<file path="src/rtl/bp_pkg.sv">
// Shared types and constants for the gshare branch-resolution frontend.
package bp_pkg;

    localparam int BP_GHR_BITS     = 8;
    localparam int BP_CKPT_DEPTH   = 8;
    // Checkpoint index/history fields are sized for the widest supported history.
    localparam int BP_MAX_GHR_BITS = 16;

    localparam logic [1:0] BP_CTR_RESET = 2'b01;   // weakly not-taken

    typedef enum logic {
        IDLE,
        REDIRECT
    } bp_state;

    typedef struct packed {
        logic [63:0]                pc;
        logic [BP_MAX_GHR_BITS-1:0] idx;
        logic [BP_MAX_GHR_BITS-1:0] ghr_before;
        logic                       pred_taken;
    } ckpt_entry;

    // Saturating 2-bit counter step towards taken (up=1) or not-taken.
    function automatic logic [1:0] ctr_update(input logic [1:0] ctr, input logic up);
        if (up) return (ctr == 2'b11) ? ctr : ctr + 2'b01;
        else    return (ctr == 2'b00) ? ctr : ctr - 2'b01;
    endfunction

endpackage

</file>
<file path="src/rtl/ghr_ckpt_fifo.sv">
// In-order checkpoint FIFO of outstanding predictions; flush beats push.
module ghr_ckpt_fifo
    import bp_pkg::*;
#(
    parameter int DEPTH = BP_CKPT_DEPTH
) (
    input  logic      clk,
    input  logic      rst_n,
    input  logic      push,
    input  ckpt_entry push_data,
    input  logic      pop,
    input  logic      flush,
    output ckpt_entry head_data,
    output logic      empty,
    output logic      full
);

    localparam int AW = $clog2(DEPTH);

    // Pointers carry one wrap bit so full and empty are distinguishable.
    logic [AW:0] head_ptr;
    logic [AW:0] tail_ptr;
    ckpt_entry   mem [DEPTH];

    assign empty     = (head_ptr == tail_ptr);
    assign full      = (head_ptr[AW] != tail_ptr[AW]) &&
                       (head_ptr[AW-1:0] == tail_ptr[AW-1:0]);
    assign head_data = mem[head_ptr[AW-1:0]];

    // Pointer update: flush discards everything outstanding.
    always_ff @(posedge clk or negedge rst_n) begin
        if (!rst_n) begin
            head_ptr <= '0;
            tail_ptr <= '0;
        end else if (flush) begin
            head_ptr <= tail_ptr;
        end else begin
            if (push && !full)  tail_ptr <= tail_ptr + 1'b1;
            if (pop  && !empty) head_ptr <= head_ptr + 1'b1;
        end
    end

    // Storage write at the tail; contents need no reset since pointers gate them.
    always_ff @(posedge clk) begin
        if (push && !full && !flush) mem[tail_ptr[AW-1:0]] <= push_data;
    end

endmodule

</file>
<file path="src/rtl/bp_resolve_unit.sv">
// Gshare predictor with in-order checkpoints, resolution training and redirect.
module bp_resolve_unit
    import bp_pkg::*;
#(
    parameter int GHR_BITS   = BP_GHR_BITS,     // up to BP_MAX_GHR_BITS
    parameter int CKPT_DEPTH = BP_CKPT_DEPTH
) (
    input  logic        clk_in,
    input  logic        rst_N_in,
    input  logic        pred_valid_in,
    input  logic [63:0] pred_pc_in,
    output logic        pred_ready_out,
    output logic        pred_taken_out,
    input  logic        bcond_resolved_in,
    input  logic        pc_incorrect_in,
    input  logic        taken_in,
    input  logic [63:0] pc_in,
    input  logic [18:0] correction_offset_in,
    output logic        redirect_valid_out,
    output logic [63:0] redirect_pc_out,
    input  logic        redirect_ready_in,
    output logic        err_out
);

    localparam int PHT_SIZE = 1 << GHR_BITS;

    logic [GHR_BITS-1:0] ghr;
    logic [GHR_BITS-1:0] idx;
    logic [1:0]          pht [PHT_SIZE];
    bp_state             state;

    ckpt_entry           push_entry;
    ckpt_entry           head;
    logic                fifo_empty;
    logic                fifo_full;
    logic                push;
    logic                resolve;
    logic                mispredict;
    logic [GHR_BITS-1:0] head_idx;
    logic [GHR_BITS-1:0] head_ghr;
    logic [63:0]         offset_bytes;
    logic [63:0]         redirect_target;
    logic                unused_ckpt;

    assign idx            = pred_pc_in[GHR_BITS+1:2] ^ ghr;
    assign pred_taken_out = pht[idx][1];
    // A mispredict on the input blocks the push so it can't land after the flush.
    assign pred_ready_out = !fifo_full && (state == IDLE) &&
                            !(bcond_resolved_in && pc_incorrect_in);
    assign push           = pred_valid_in && pred_ready_out;
    // A resolve with nothing outstanding is a protocol error and changes nothing.
    assign resolve        = bcond_resolved_in && !fifo_empty;
    assign mispredict     = resolve && pc_incorrect_in;

    assign head_idx       = head.idx[GHR_BITS-1:0];
    assign head_ghr       = head.ghr_before[GHR_BITS-1:0];
    assign unused_ckpt    = ^{head.pred_taken, head.idx, head.ghr_before};

    // Word offset to byte offset, sign-extended to 64 bits.
    assign offset_bytes    = {{43{correction_offset_in[18]}}, correction_offset_in, 2'b00};
    assign redirect_target = taken_in ? pc_in + offset_bytes : pc_in + 64'd4;

    // Build the checkpoint for the branch being predicted this cycle.
    always_comb begin
        push_entry                         = '0;
        push_entry.pc                      = pred_pc_in;
        push_entry.idx[GHR_BITS-1:0]        = idx;
        push_entry.ghr_before[GHR_BITS-1:0] = ghr;
        push_entry.pred_taken              = pred_taken_out;
    end

    ghr_ckpt_fifo #(.DEPTH(CKPT_DEPTH)) u_fifo (
        .clk       (clk_in),
        .rst_n     (rst_N_in),
        .push      (push),
        .push_data (push_entry),
        .pop       (resolve),
        .flush     (mispredict),
        .head_data (head),
        .empty     (fifo_empty),
        .full      (fifo_full)
    );

    // Speculative history: shift in each prediction, repair from checkpoint on mispredict.
    always_ff @(posedge clk_in or negedge rst_N_in) begin
        if (!rst_N_in)       ghr <= '0;
        else if (mispredict) ghr <= {head_ghr[GHR_BITS-2:0], taken_in};
        else if (push)       ghr <= {ghr[GHR_BITS-2:0], pred_taken_out};
    end

    // Train the counter recorded at prediction time with the actual direction.
    always_ff @(posedge clk_in or negedge rst_N_in) begin
        if (!rst_N_in) begin
            for (int i = 0; i < PHT_SIZE; i++) pht[i] <= BP_CTR_RESET;
        end else if (resolve) begin
            pht[head_idx] <= ctr_update(pht[head_idx], taken_in);
        end
    end

    // Sticky error: resolve with nothing outstanding, or PC out of order.
    always_ff @(posedge clk_in or negedge rst_N_in) begin
        if (!rst_N_in)
            err_out <= 1'b0;
        else if (bcond_resolved_in && (fifo_empty || head.pc != pc_in))
            err_out <= 1'b1;
    end

    // Redirect handshake with registered outputs; PC held until fetch accepts.
    always_ff @(posedge clk_in or negedge rst_N_in) begin
        if (!rst_N_in) begin
            state              <= IDLE;
            redirect_valid_out <= 1'b0;
            redirect_pc_out    <= '0;
        end else begin
            case (state)
                IDLE: if (mispredict) begin
                    state              <= REDIRECT;
                    redirect_valid_out <= 1'b1;
                    redirect_pc_out    <= redirect_target;
                end
                REDIRECT: if (redirect_ready_in) begin
                    state              <= IDLE;
                    redirect_valid_out <= 1'b0;
                end
                default: state <= IDLE;
            endcase
        end
    end

endmodule

</file>
<file path="config.mk">
export PLATFORM = sky130hd
export DESIGN_NAME = bp_resolve_unit
export DESIGN_NICKNAME = d
export VERILOG_FILES = /design/src/rtl/bp_pkg.sv /design/src/rtl/ghr_ckpt_fifo.sv /design/src/rtl/bp_resolve_unit.sv
export SDC_FILE = /design/constraint.sdc
export NUM_CORES = 2
export LEC_CHECK = 0
export ABC_AREA = 1
export CORE_ASPECT_RATIO = 1.75
export CORE_MARGIN = 4
export CORE_UTILIZATION = 50
export DETAILED_ROUTE_END_ITERATION = 12
export PLACE_DENSITY = 0.67
export SYNTH_ARGS = -nofsm -noshare
export SYNTH_HDL_FRONTEND = slang
export SYNTH_SLANG_ARGS = --single-unit
</file>
<file path="constraint.sdc">
create_clock -name clk_in -period 5 [get_ports clk_in]
set_input_delay 0.75 -clock clk_in [delete_from_list [all_inputs] [get_ports clk_in]]
set_output_delay 0.75 -clock clk_in [all_outputs]
set_load 0.01 [all_outputs]
</file>
After elaboration in Yosys (flattened, before gate mapping)
Memory sizes are Yosys's and may differ from the RTL's. Cells that the tools add are included.

Register bits: 595. Bits in writable memories: 648. Output and inout bits: 68. Word-level logic and storage cells: 334. Memories: 1.

Memory list: u_fifo.mem (words 8, bits a word 81, rd ports 1, clocked after Yosys merged registers in 0, write ports 1, line ghr_ckpt_fifo.sv:23) `ckpt_entry mem [DEPTH];`.

Add/sub/neg operators: 6. Order comparisons: 3. Eq/ne operators: 7. Muxes and demuxes: 26. Bitwise operators: 5. Reduce and logical (&&, ||, !) cells: 23.

Operator list (count): 512-bit bitwise mux (1); 64-bit by 3-bit adder with 64-bit output, second input constant (1); 64-bit adder (1); 64-bit 2-to-1 mux (1); 64-bit inequality test (1); 2-bit binary-select mux with 8-bit select (2); 9-bit greater-or-equal comparator, second input constant (2); 2-bit 2-to-1 mux (9); 8-bit inverter with 9-bit output (2); 2-bit demux with 8-bit select (1); 8-bit 2-to-1 mux (2); 1-bit logical AND (12); 9-bit by 1-bit less-than comparator with 1-bit output, second input constant (1); 4-bit by 1-bit adder with 4-bit output, second input constant (2); 4-bit 2-to-1 mux (2); 8-bit bitwise XOR (1); 1-bit 2-to-1 mux (6); 2-bit AND reduction (3); 4-bit equality test (1); 1-bit logical NOT (4); 1-bit case mux with 2 select lines (2); 2-bit nonzero test (2); 3-bit equality test (1); 2-bit by 1-bit adder with 2-bit output, second input constant (1); other kinds (8) (9).

Longest topological paths before layout
Depth in word-level cells: 10. Gate-level depth with buffers: 28. Mapped depth without buffers: 24.

By module
A second synthesis with hierarchy kept.

Cells, all modules: 8481. Area total of the unflattened synthesis: 69242.7 µm².

By module, submodules not included: bp_resolve_unit (times used 1, cells each 6184, area each 38707.1 µm², sequential area each 15009.4 µm²); ghr_ckpt_fifo (times used 1, cells each 2297, area each 30535.5 µm², sequential area each 23502.5 µm²).

Least setup slack after synthesis
No wires, ideal clock.

Path type: register to register. Start: reg u_fifo.head_ptr[0]. End: mem u_fifo.mem[0][10] (netlist name) (enable). Setup time: 517 ps. Arrival time: 4816 ps. Data required time: 4483 ps. Setup slack: -332 ps. Cell stages (with the launch flop): 11. Path buffers: 2. Clock period less this slack: 5332 ps. Cells stage by stage: dfrtp_1 > buf_4 > buf_4 > or2_1 > a21oi_1 > nand3_1 > nand2_1 > inv_1 > nand2_1 > or2_2 > nor2_1.

Longest elaborated chain between the ends: 10. Elaborated cells on any way between the ends: 15.

RTL lines: from (decl) (line ghr_ckpt_fifo.sv:21) `logic [AW:0] head_ptr;`; from (signal assigned) (line ghr_ckpt_fifo.sv:36) `head_ptr <= tail_ptr;`; from (signal assigned) (line ghr_ckpt_fifo.sv:39) `if (pop && !empty) head_ptr <= head_ptr + 1'b1;`; 3-bit equality test (line ghr_ckpt_fifo.sv:27) `(head_ptr[AW-1:0] == tail_ptr[AW-1:0]);`; 1-bit logical AND (line ghr_ckpt_fifo.sv:26) `assign full = (head_ptr[AW] != tail_ptr[AW]) &&`; 1-bit logical NOT (line bp_resolve_unit.sv:48) `assign pred_ready_out = !fifo_full && (state == IDLE) &&`; 1-bit logical AND (2 in series) (line bp_resolve_unit.sv:48); named net pred_ready_out (line bp_resolve_unit.sv:12) `output logic pred_ready_out,`; 1-bit logical AND (line bp_resolve_unit.sv:50) `assign push = pred_valid_in && pred_ready_out;`; 1-bit logical AND (2 in series) (line ghr_ckpt_fifo.sv:45) `if (push && !full && !flush) mem[tail_ptr[AW-1:0]] <= push_data;`; 1-bit 2-to-1 mux (line ghr_ckpt_fifo.sv:45); 1-bit 2-to-1 mux (not written as such) (line ghr_ckpt_fifo.sv:45); to (decl) (line ghr_ckpt_fifo.sv:23).

The timed path passes the listed nets, and every way through them passes these cells.

Final worst setup path
Start: reg ghr[0]. End: out pred_taken_out.

Longest elaborated chain between the ends: 5.

RTL lines: from (decl) (line bp_resolve_unit.sv:27) `logic [GHR_BITS-1:0] ghr;`; from (signal assigned) (line bp_resolve_unit.sv:87) `else if (mispredict) ghr <= {head_ghr[GHR_BITS-2:0], taken_in};`; from (signal assigned) (line bp_resolve_unit.sv:88) `else if (push) ghr <= {ghr[GHR_BITS-2:0], pred_taken_out};`; 8-bit bitwise XOR (line bp_resolve_unit.sv:45) `assign idx = pred_pc_in[GHR_BITS+1:2] ^ ghr;`; 8-bit inverter with 9-bit output (not written as such) (line bp_resolve_unit.sv:46) `assign pred_taken_out = pht[idx][1];`; 2-bit binary-select mux with 8-bit select (line bp_resolve_unit.sv:46); 2-bit 2-to-1 mux (not written as such) (2 in series) (line bp_resolve_unit.sv:46); to (decl) (line bp_resolve_unit.sv:13) `output logic pred_taken_out,`.

Every way passes these cells. The select of a mux whose other input is x is not followed.

==> impl_results.md <==
* Max Clk Rate at about 210 MHz
* Tightest Hold Check Type: in -> async
* Syn Area/Cell at between 8 and 9 um^2
* Power density cells at approximately 570 nW/um^2
* Worst Path Arrival at just over 4 ns
* Final setup fails at 0
* Maximum clock insertion buffer count at 3
* Setup bufs post-CTS at 0
* FFs w/ async S/R, synth at 0.485
* Multi-input combinational cell area at 24600 um^2
* Largest area contributor in the netlist: edfxtp_1
* CTS tree: done
* Post_cts resized at 0
* Skew-Pair Late Insertion Delay at 0.77 ns
* Synthesis-to-layout area growth at 14.1%
* CP Launch Type: register
* CTS Buf Count at roughly 110
* Dpl hpwl at approximately 150000 um
* Max_cap viols at 0
* Hold Violations, Final at 0
* Pin count of the biggest net entering global routing at roughly 180
* CTS Sinks at ~1200
* Die Ht at roughly 480 um
* DRC viols at 0
* Hold buffers post-CTS at 0
* Post-synth cell types at 55
* Routability cong. at between 1 and 1.5
* Reg area at ~34000 um^2
* Design area at a little over 70000 um^2
* Fillers at ~11000
* Placed Area at 68000 um^2
* Synth Warn # at 0
* Total power draw at slightly above 40 mW
* # rows at about 170
* WHS at 0.0464 ns
* Initial drt markers at ~5200
* Die area at 132000 um^2
* Status: finished, final reports clean
* Number of synthesized flops with an enable pin at roughly 630
* Core area at 125000 um^2
* Peak VDD IR at 537 uV
* Slew @ Worst Pin at ~1.3 ns
* Synth top area share at 0.302
* Post-synthesis cell count at 7676
* Grt ovf at 0
* Number of port buffers at roughly 220
* Layout Skew at 0.0560 ns
* Antenna violations before repair at 7
* Netlist Area Pre-Place at approximately 63000 um^2
* Routed wire length at between 200000 and 250000 um
* Layout cells sized above 1 at 0.0963
* Crit path time final at between 4 and 5 ns
* Die X at approximately 280 um
* Drt wl/cell at 23.1 um
* Lkg Pwr at 30.3 nW
* Root Driver: clkbuf_16
* Vias in the first global route at 53600
* H-tree Lvls at 3
* Most used DFF post-synth: edfxtp_1
* Nets at around 8000
* Wire length of the first global-routing pass at 327000 um
* Clock transition at the registers of the reported paths at 0.07 ns
* 1st-pass router iterations at 6
* Req. time, crit path at about 4.3 ns
* Vias per cell at 5.80
* CP Max Fanout at 35
* Crit end category: primary output
* Synth Register Bits at approximately 1200
* Slew HR at 0.118
* Syn_nets at between 7000 and 8000
* TNS Setup at 0 ns
* RSZ-0062 raised after global routing: false
* Period utilization at 0.975
* I/O pins at roughly 220
* Sequential area share after synthesis at 0.544
* Slew Viols, Final at 0
* Leading post-synthesis cells by cell area: edfxtp_1 30%, nand2_1 17%, dfrtp_1 13%
* Gr usage total at 0.324
* WS Path Type: reg -> out
* Initial core utilization at 0.505
* Routed vias at 55400
* Antenna-violating nets left at 0
cell families (layout without fill, tap and decap cells):
family                   Yosys count  after routing  synth area share
other                              0              5                 0
AND/OR/NAND/NOR                 4287           4287             0.273
buffers and inverters           1037           1274            0.0682
XOR/XNOR                         122            122            0.0170
AO/OA/AOI/OAI                    982            982            0.0934
flip-flops                      1227           1227             0.544
adder cells (fa/ha/maj)           21             21           0.00430
path summary, 6_finish.rpt:
check,end,slack [ns],startpoint,cells after the start
min,redirect_pc_out[58],0.05,rst_N_in,1
max reg2reg,pht[99],0.28,u_fifo.head_ptr[1],22
min reg2reg,pht[176],0.47,pht[176],2
max,pred_taken_out,0.13,ghr[0],15
min in group clk_in,pht[176],0.47,pht[176],2
max in group asynchronous,pht[285],3.65,rst_N_in,2
critical path, cell delays in order, from the launching register on:
cell	delay [ns]
dfrtp_2	0.47
inv_1	0.13
nand2_1	0.10
nand2_4	0.13
buf_12	0.21
buf_4	0.21
buf_4	0.18
o211ai_1	0.09
nand3_1	0.10
nand3_1	0.10
nand3_1	0.12
o211ai_1	0.26
nand3_1	0.20
nand3_1	0.08
nand2_1	0.30
clkdlybuf4s50_1	0.61
report_power, final:
| group | switching, mW | internal [mW] | total [mW] |
|---|---|---|---|
| clock network | 4.03 | 4.71 | 8.74 |
| registers | 0.841 | 12.7 | 13.5 |
| logic | 13.6 | 5.04 | 18.6 |
| total | 18.5 | 22.4 | 40.9 |
cells in the final DEF, fill, tap and decap left out, types with 33 or more instances in the layout:
cell,n
xor2_1,95
nor2_1,712
o22ai_1,109
nand3_1,518
inv_1,592
a21oi_1,72
o21ai_1,33
clkbuf_16,114
o21ai_0,498
nor3_1,176
dfrtp_1,335
o211ai_1,127
or2_2,36
buf_4,167
dfstp_2,256
edfxtp_1,632
clkdlybuf4s50_1,220
buf_12,68
o221ai_1,58
nand2_1,2789
final cells by class:
class	count	share of cell area
antenna	5	0.000175
clock buffer	141	0.0422
clock inverter	69	0.00949
inverter	608	0.0320
multi-input combinational	5412	0.343
sequential	1227	0.477
tap	1643	0.0287
timing repair buffer	456	0.0674
per-stage QoR:
step                      utilization  setup WS (ns)  cells
after floorplan                     -         -0.332   7676
after global placement          0.546          0.129   9346
after detailed placement        0.546          0.135   9346
after CTS                       0.575         0.0877   9556
after global routing            0.576        0.00162   9557
final                           0.576          0.126   9561
Yosys cell counts (4+ instances only):
cell       instances
nand2_1         2795
nor2_1           724
edfxtp_1         632
inv_1            594
nand3_1          518
o21ai_0          501
dfrtp_1          339
dfstp_2          256
clkbuf_1         217
nor3_1           176
buf_2            138
o211ai_1         127
o22ai_1          109
xor2_1            96
a21oi_1           72
o221ai_1          58
buf_4             39
or2_2             36
o21ai_1           31
a41oi_1           27
xnor2_1           26
buf_1             25
ha_1              20
buf_6             10
o41ai_1           10
nand4_1            9
clkinv_1           7
inv_2              7
o2111ai_1          7
a21o_1             5
a31oi_1            5
nor2_2             5
nor4_1             5
o21a_1             5
o21bai_1           5
and3_1             4
nand2_2            4
flip-flops by register name, summed over array words and instances (netlist names):
signal,count
state,1
u_fifo.mem,632
redirect_valid_out,1
u_fifo.head_ptr,4
pht,512
u_fifo.tail_ptr,4
redirect_pc_out,64
ghr,8
err_out,1
per-layer routing:
metal  share of wire  vias to the layer above  track usage
li1                -                    25400            -
met1            0.34                    26500        0.353
met2            0.49                     2569        0.556
met3           0.068                      879       0.0521
met4            0.10                       10        0.267
met5         0.00029                        -            0
(Power assumes the default switching activity.)
